**src/rtl/qvalue_seq_ctrl.sv**
```systemverilog
// Q-value sequencer: Q = 0.5*energy_ratio + 0.5/hops using one shared serial restoring divider.
// Define QVALUE_ENERGY_TERM_EN to include the energy term; otherwise Q = 1/hops only.
//
// state   | meaning
// IDLE    | waiting for start; results held
// DIV_HOP | 4096 / hopsFromSink, one quotient bit per clock
// DIV_EN  | ((myE-minE)<<FRAC_BITS) / (maxE-minE), saturated to 1.0
// SUM     | results visible, done pulse
module qvalue_seq_ctrl #(
  parameter int WORD_WIDTH = 16,
  parameter int FRAC_BITS  = 12
) (
  input  logic                  clk,
  input  logic                  rst,
  input  logic                  start,
  input  logic [WORD_WIDTH-1:0] myEnergy,
  input  logic [WORD_WIDTH-1:0] hopsFromSink,
  input  logic [WORD_WIDTH-1:0] minEnergy,
  input  logic [WORD_WIDTH-1:0] maxEnergy,
  output logic                  busy,
  output logic                  done,
  output logic                  err,
  output logic [WORD_WIDTH-1:0] myQValue,
  output logic [WORD_WIDTH-1:0] myQValue_hop,
  output logic [WORD_WIDTH-1:0] myQValue_energy
);

  localparam int W  = WORD_WIDTH;
  localparam int D  = WORD_WIDTH + FRAC_BITS;
  localparam int CW = $clog2(D + 1);

  localparam logic [D-1:0]  ONE_FX = {{(D-1){1'b0}}, 1'b1} << FRAC_BITS;
  localparam logic [CW-1:0] CNT_D  = CW'(D);
  localparam logic [CW-1:0] CNT_1  = CW'(1);

`ifdef QVALUE_ENERGY_TERM_EN
  typedef enum logic [1:0] {IDLE, DIV_HOP, DIV_EN, SUM} state_t;
`else
  typedef enum logic [1:0] {IDLE, DIV_HOP, SUM} state_t;
`endif

  state_t state, state_nxt;

  logic load_hop;
  logic load_en;
  logic iterate;
  logic write_out;

  logic [D-1:0]  num_sr;
  logic [W-1:0]  den_r;
  logic [W-1:0]  rem_r;
  logic [D-1:0]  quo_r;
  logic [CW-1:0] cnt;
  logic          hop_zero_r;

  logic [W:0]    rem_shift;
  logic [W:0]    rem_diff;
  logic          rem_ge;
  logic [W-1:0]  it_rem;
  logic [D-1:0]  it_quo;

  // ---------------------------------------------------------------- FSM
  always_ff @(posedge clk) begin
    if (rst) begin
      state <= IDLE;
    end else begin
      state <= state_nxt;
    end
  end

  always_comb begin
    state_nxt = state;
    load_hop  = 1'b0;
    load_en   = 1'b0;
    iterate   = 1'b0;
    write_out = 1'b0;
    busy      = (state != IDLE);
    done      = 1'b0;
    case (state)
      IDLE: begin
        if (start) begin
          load_hop  = 1'b1;
          state_nxt = DIV_HOP;
        end
      end
      DIV_HOP: begin
        // The cycle after the last hop iteration hands the divider to the next phase.
        if (cnt != '0) begin
          iterate = 1'b1;
        end else begin
`ifdef QVALUE_ENERGY_TERM_EN
          load_en   = 1'b1;
          state_nxt = DIV_EN;
`else
          write_out = 1'b1;
          state_nxt = SUM;
`endif
        end
      end
`ifdef QVALUE_ENERGY_TERM_EN
      DIV_EN: begin
        iterate = 1'b1;
        if (cnt == CNT_1) begin
          write_out = 1'b1;
          state_nxt = SUM;
        end
      end
`endif
      SUM: begin
        done      = 1'b1;
        state_nxt = IDLE;
      end
      default: begin
        state_nxt = IDLE;
      end
    endcase
  end

  // ---------------------------------------------------- restoring divider
  always_comb begin
    rem_shift = {rem_r, num_sr[D-1]};
    rem_ge    = (rem_shift >= {1'b0, den_r});
    rem_diff  = rem_shift - {1'b0, den_r};
    it_rem    = rem_ge ? W'(rem_diff) : W'(rem_shift);
    it_quo    = {quo_r[D-2:0], rem_ge};
  end

`ifdef QVALUE_ENERGY_TERM_EN
  logic [W-1:0] en_diff_r;
  logic [W-1:0] en_den_r;
  logic         en_bad_r;
  logic [D-1:0] hop_q_r;
  logic [D-1:0] en_sat;
  logic [D-1:0] en_fin;
  logic [W-1:0] hop_half;
  logic [W-1:0] en_half;

  always_ff @(posedge clk) begin
    if (rst) begin
      en_diff_r <= '0;
      en_den_r  <= '0;
      en_bad_r  <= 1'b0;
      hop_q_r   <= '0;
    end else if (load_hop) begin
      en_diff_r <= (myEnergy > minEnergy) ? (myEnergy - minEnergy) : '0;
      en_den_r  <= maxEnergy - minEnergy;
      en_bad_r  <= (maxEnergy <= minEnergy);
    end else if (load_en) begin
      hop_q_r   <= hop_zero_r ? '0 : quo_r;
    end
  end

  always_comb begin
    en_sat   = (it_quo > ONE_FX) ? ONE_FX : it_quo;
    en_fin   = en_bad_r ? '0 : en_sat;
    hop_half = W'(hop_q_r >> 1);
    en_half  = W'(en_fin >> 1);
  end
`else
  logic [D-1:0] hop_fin;
  logic         unused_energy_ports;

  assign hop_fin             = hop_zero_r ? '0 : quo_r;
  assign unused_energy_ports = ^{myEnergy, minEnergy, maxEnergy};
`endif

  always_ff @(posedge clk) begin
    if (rst) begin
      num_sr     <= '0;
      den_r      <= '0;
      rem_r      <= '0;
      quo_r      <= '0;
      cnt        <= '0;
      hop_zero_r <= 1'b0;
    end else if (load_hop) begin
      num_sr     <= ONE_FX;
      den_r      <= hopsFromSink;
      rem_r      <= '0;
      quo_r      <= '0;
      cnt        <= CNT_D;
      hop_zero_r <= (hopsFromSink == '0);
`ifdef QVALUE_ENERGY_TERM_EN
    end else if (load_en) begin
      num_sr     <= {en_diff_r, {FRAC_BITS{1'b0}}};
      den_r      <= en_den_r;
      rem_r      <= '0;
      quo_r      <= '0;
      cnt        <= CNT_D;
`endif
    end else if (iterate) begin
      num_sr     <= num_sr << 1;
      rem_r      <= it_rem;
      quo_r      <= it_quo;
      cnt        <= cnt - CNT_1;
    end
  end

  // -------------------------------------------------------- result regs
  always_ff @(posedge clk) begin
    if (rst) begin
      myQValue        <= '0;
      myQValue_hop    <= '0;
      myQValue_energy <= '0;
      err             <= 1'b0;
    end else if (write_out) begin
`ifdef QVALUE_ENERGY_TERM_EN
      myQValue_hop    <= hop_half;
      myQValue_energy <= en_half;
      myQValue        <= hop_half + en_half;
      err             <= hop_zero_r | en_bad_r;
`else
      myQValue_hop    <= W'(hop_fin);
      myQValue_energy <= '0;
      myQValue        <= W'(hop_fin);
      err             <= hop_zero_r;
`endif
    end
  end

endmodule

```
**config.mk**
```make
export PLATFORM = sky130hd
export DESIGN_NAME = qvalue_seq_ctrl
export DESIGN_NICKNAME = d
export VERILOG_FILES = /design/src/rtl/qvalue_seq_ctrl.sv
export SDC_FILE = /design/constraint.sdc
export NUM_CORES = 1
export LEC_CHECK = 0
export CAP_MARGIN = 20
export CORE_MARGIN = 10
export CORE_UTILIZATION = 50
export CTS_CLUSTER_DIAMETER = 40
export DETAILED_ROUTE_END_ITERATION = 10
export PLACE_DENSITY = 0.87
export SLEW_MARGIN = 5
export SYNTH_ARGS = -nofsm -noshare
export SYNTH_HDL_FRONTEND = slang
export SYNTH_SLANG_ARGS = --single-unit
```
**constraint.sdc**
```tcl
create_clock -name clk -period 2.5 [get_ports clk]
set_input_delay 0.375 -clock clk [delete_from_list [all_inputs] [get_ports clk]]
set_output_delay 0.375 -clock clk [all_outputs]
set_load 0.01 [all_outputs]
```
==> metrics.yaml <==
global_routing:
  grt_pass1_vias: 3986
  antenna_found_initial: 0
  met2_usage_pct: 28.76
  grtUsageTotal_pct: 16.76
  grt_use_met1_pct: 20.26
  grt_max_degree: 61
  grt_overflow: 0
  globalRoute.busiestLayer: "met2"
  grt_pass1_wl_mm: 18.67
  grt.met3_usage_pct: 3.211
worst_setup_path:
  cp_max_fo: 6
  r2r-end: "rem_r[9]"
  cp_slowest_cell: "ha_1"
  end_kind: "register"
  r2r_cells: 9
  path_class: "reg -> reg"
  cp-start-kind: "register"
  r2r-start: "den_r[10]"
  max_stage_delay_ns: 0.40
  crit_top_cell: "a21oi_2"
  r2r_setup_slack_ns: 0.12
  cp.required_ns: 2.81
  path_cells: "inv_1, ha_1, a21oi_2, o21ai_1, or2_1, o31a_1, buf_4, mux2_4, a21oi_2"
  arrival_ns: 2.69
cts:
  cts_hold_buf: 0
  cts_tree: "yes"
  cts_max_path_buffers: 2
  htree_num_levels: 3
  root_buffer: "clkbuf_8"
  clkLatencyLatePin_ns: 0.37
  cts_num_sinks: 89
  path_clk_slew_ns: 0.10
  numCtsBuffers: 9
synthesis:
  yosysTopAreaCellShare_pct: 38.00
  synth_common_cells: "nand2_1 (106), a21oi_1 (92), dfxtp_1 (89)"
  ys_types: 60
  synth_edf_count: 0
  synth_top_area_cell: "dfxtp_1"
  synth.most_common_cell: "nand2_1"
  yosysWarnings: 0
  syn_avg_cell_area_um2: 7.801
  ys_seq_area_share_pct: 38.00
  yosys-top-cells-area: "dfxtp_1 (38%), a21oi_1 (9.8%), nand2_1 (8.5%), buf_4 (5.1%), ha_1 (4.5%)"
  netlist_area_mm2: 0.004688
  async_flop_share_pct: 0
  ys.flop_type: "dfxtp_1"
  ys_seq_elements: 89
  synth_cells: 601
worst_hold_path:
  min_to: "num_sr[17]"
  worstHoldStart: "num_sr[16]"
  holdCritPathClass: "reg -> reg"
  hold_depth: 2
timing:
  whs_ns: 0.4550
  setup-tns-final_ns: 0
  drv_slew: 0
  skew_ns: 0.009834
  rsz0062_at_grt: "no"
  period_share_pct: 95.26
  hold_viol: 0
  setup-violations-final: 0
  max_freq_ghz: 0.4199
  max_slew.worst_pin.slew_ns: 0.6789
  relSlewSlack_pct: 54.68
  layout_min_cycle_time_ns: 2.381
final_layout:
  drive_gt1_share_pct: 9.672
  antenna_cells: 0
  design_area_mm2: 0.005444
  finalNetCount: 721
  syn_to_final_growth_pct: 16.12
placed_design:
  place_hpwl_mm: 8.066
  routabilityCongestion: 0.9075
  placed_area_mm2: 0.005219
  io_buffer_count: 53
pwr:
  intPower_mw: 2.447
  power.share.sequential_pct: 39.8
  p_leak_nw: 2.031
  power_mw: 3.818
  p_comb_share_pct: 35.0
  switching_power_mw: 1.372
  powerDensity_mw_per_mm2: 701.4
  clockPowerShare_pct: 25.2
  vdd.ir_drop.worst_mv: 0.4226
  netSwitchingFraction_pct: 35.93
route:
  wl_per_cell_um: 15.13
  drtIter0Drc: 268
  routed_via_density: 5.594
  ant_nets: 0
  drtPass1Iterations: 5
  wl_mm: 11.38
  drc: 0
  vias: 4207
run:
  drv_cap: 0
floorplan:
  rows: 35
  core_mm2: 0.009196
  die_w_um: 116.8
  chipHeight_um: 116.8
  boundaryPins: 118
  dieArea_mm2: 0.01365
  initial_core_util_pct: 50.98
outcome:
  status: "complete, no violations"
## power by group through the flow
stage | registers, mW | logic (mW) | clock network (mW)
floorplan | 1.54 | 0.947 | 0
global placement | 1.55 | 1.23 | 0
detailed placement | 1.55 | 1.26 | 0
CTS | 1.52 | 1.29 | 0.982
global route | 1.53 | 1.46 | 1.04
finish | 1.52 | 1.34 | 0.964
## worst max-delay path by stage
stage,endpoint,startpoint,cells past startpoint,slack [ns]
finish,rem_r[9],den_r[10],9,0.12
floorplan,rem_r[9],den_r[4],9,0.29
global placement,rem_r[6],den_r[8],10,0.09
CTS,rem_r[5],den_r[10],9,0.06
detailed placement,rem_r[5],den_r[8],10,0.03
global route,cnt[3],cnt[0],8,0.03
## sequential cells by signal, indices dropped and copies added, names as in the netlist
signal,count
state,2
den_r,16
hop_zero_r,1
quo_r,16
err,1
num_sr,16
cnt,5
myQValue_hop,16
rem_r,16
## critical path, delay by kind of cell, from the launching register on
family                   cells  cell delay (ns)
multiplexers                 1             0.30
flip-flops                   1             0.34
AO/OA/AOI/OAI                4             0.75
adder cells (fa/ha/maj)      1             0.40
AND/OR/NAND/NOR              1             0.31
buffers and inverters        2             0.23
## timing repair
action | in CTS | in global routing
setup buffers | 1 | 1
resized for setup | 1 | 1
hold endpoints to repair | 0 | 0
endpoints found under the setup margin | 2 | 11
pin swaps | 1 | 1
## placed cells by master (no fill, tap or decap), types with 3 or more instances in the layout
| cell type | instances |
|---|---|
| nand2_1 | 106 |
| a21oi_1 | 91 |
| dfxtp_1 | 89 |
| clkdlybuf4s50_1 | 53 |
| nor2_1 | 35 |
| buf_4 | 28 |
| inv_1 | 25 |
| o21ai_0 | 21 |
| nand3_1 | 18 |
| nor3b_1 | 16 |
| ha_1 | 16 |
| conb_1 | 16 |
| clkbuf_8 | 9 |
| a211oi_1 | 7 |
| xnor2_1 | 7 |
| mux2i_1 | 7 |
| nor3_1 | 6 |
| nor4_1 | 6 |
| and2_1 | 4 |
| a21o_1 | 4 |
| o21ai_1 | 4 |
| nand4_1 | 4 |
| and3_1 | 3 |
| a31o_2 | 3 |
| or4_1 | 3 |
| clkinvlp_4 | 3 |
## kinds of logic after synthesis
family	after synthesis	share of synthesized area, %
adders and majority gates	18	4.964
buffers and inverters	98	10.86
and+or+nand+nor	218	21.72
AOI/OAI and AO/OA	160	20.87
DFF	89	38.00
other	1	0.07999
muxes	8	1.815
xor gates and xnor gates	9	1.681
## final cells by class
cell class	count	area, um^2
tap	111	138.9
inverter	25	93.84
multi-input combinational	429	2475
fill	766	3752
sequential	89	1782
clock buffer	9	123.9
clock inverter	7	70.07
timing repair buffer	82	760.7
## per-stage QoR
step	instances	utilization, %	worst slack, ns
final	752	59.20	0.1186
after global placement	734	56.75	0.08855
after global routing	752	59.20	0.03102
after detailed placement	734	56.75	0.02500
after floorplan	616	-	0.2939
after CTS	751	59.07	0.05693
## metal layers
layer / vias to the layer above / part of all wire (%)
li1: 2095 / -
met3: 21 / 6.7
met1: 1949 / 41
met2: 142 / 50
met5: - / 0
met4: 0 / 2.2
Note: power is estimated with default switching activity, not from simulation.
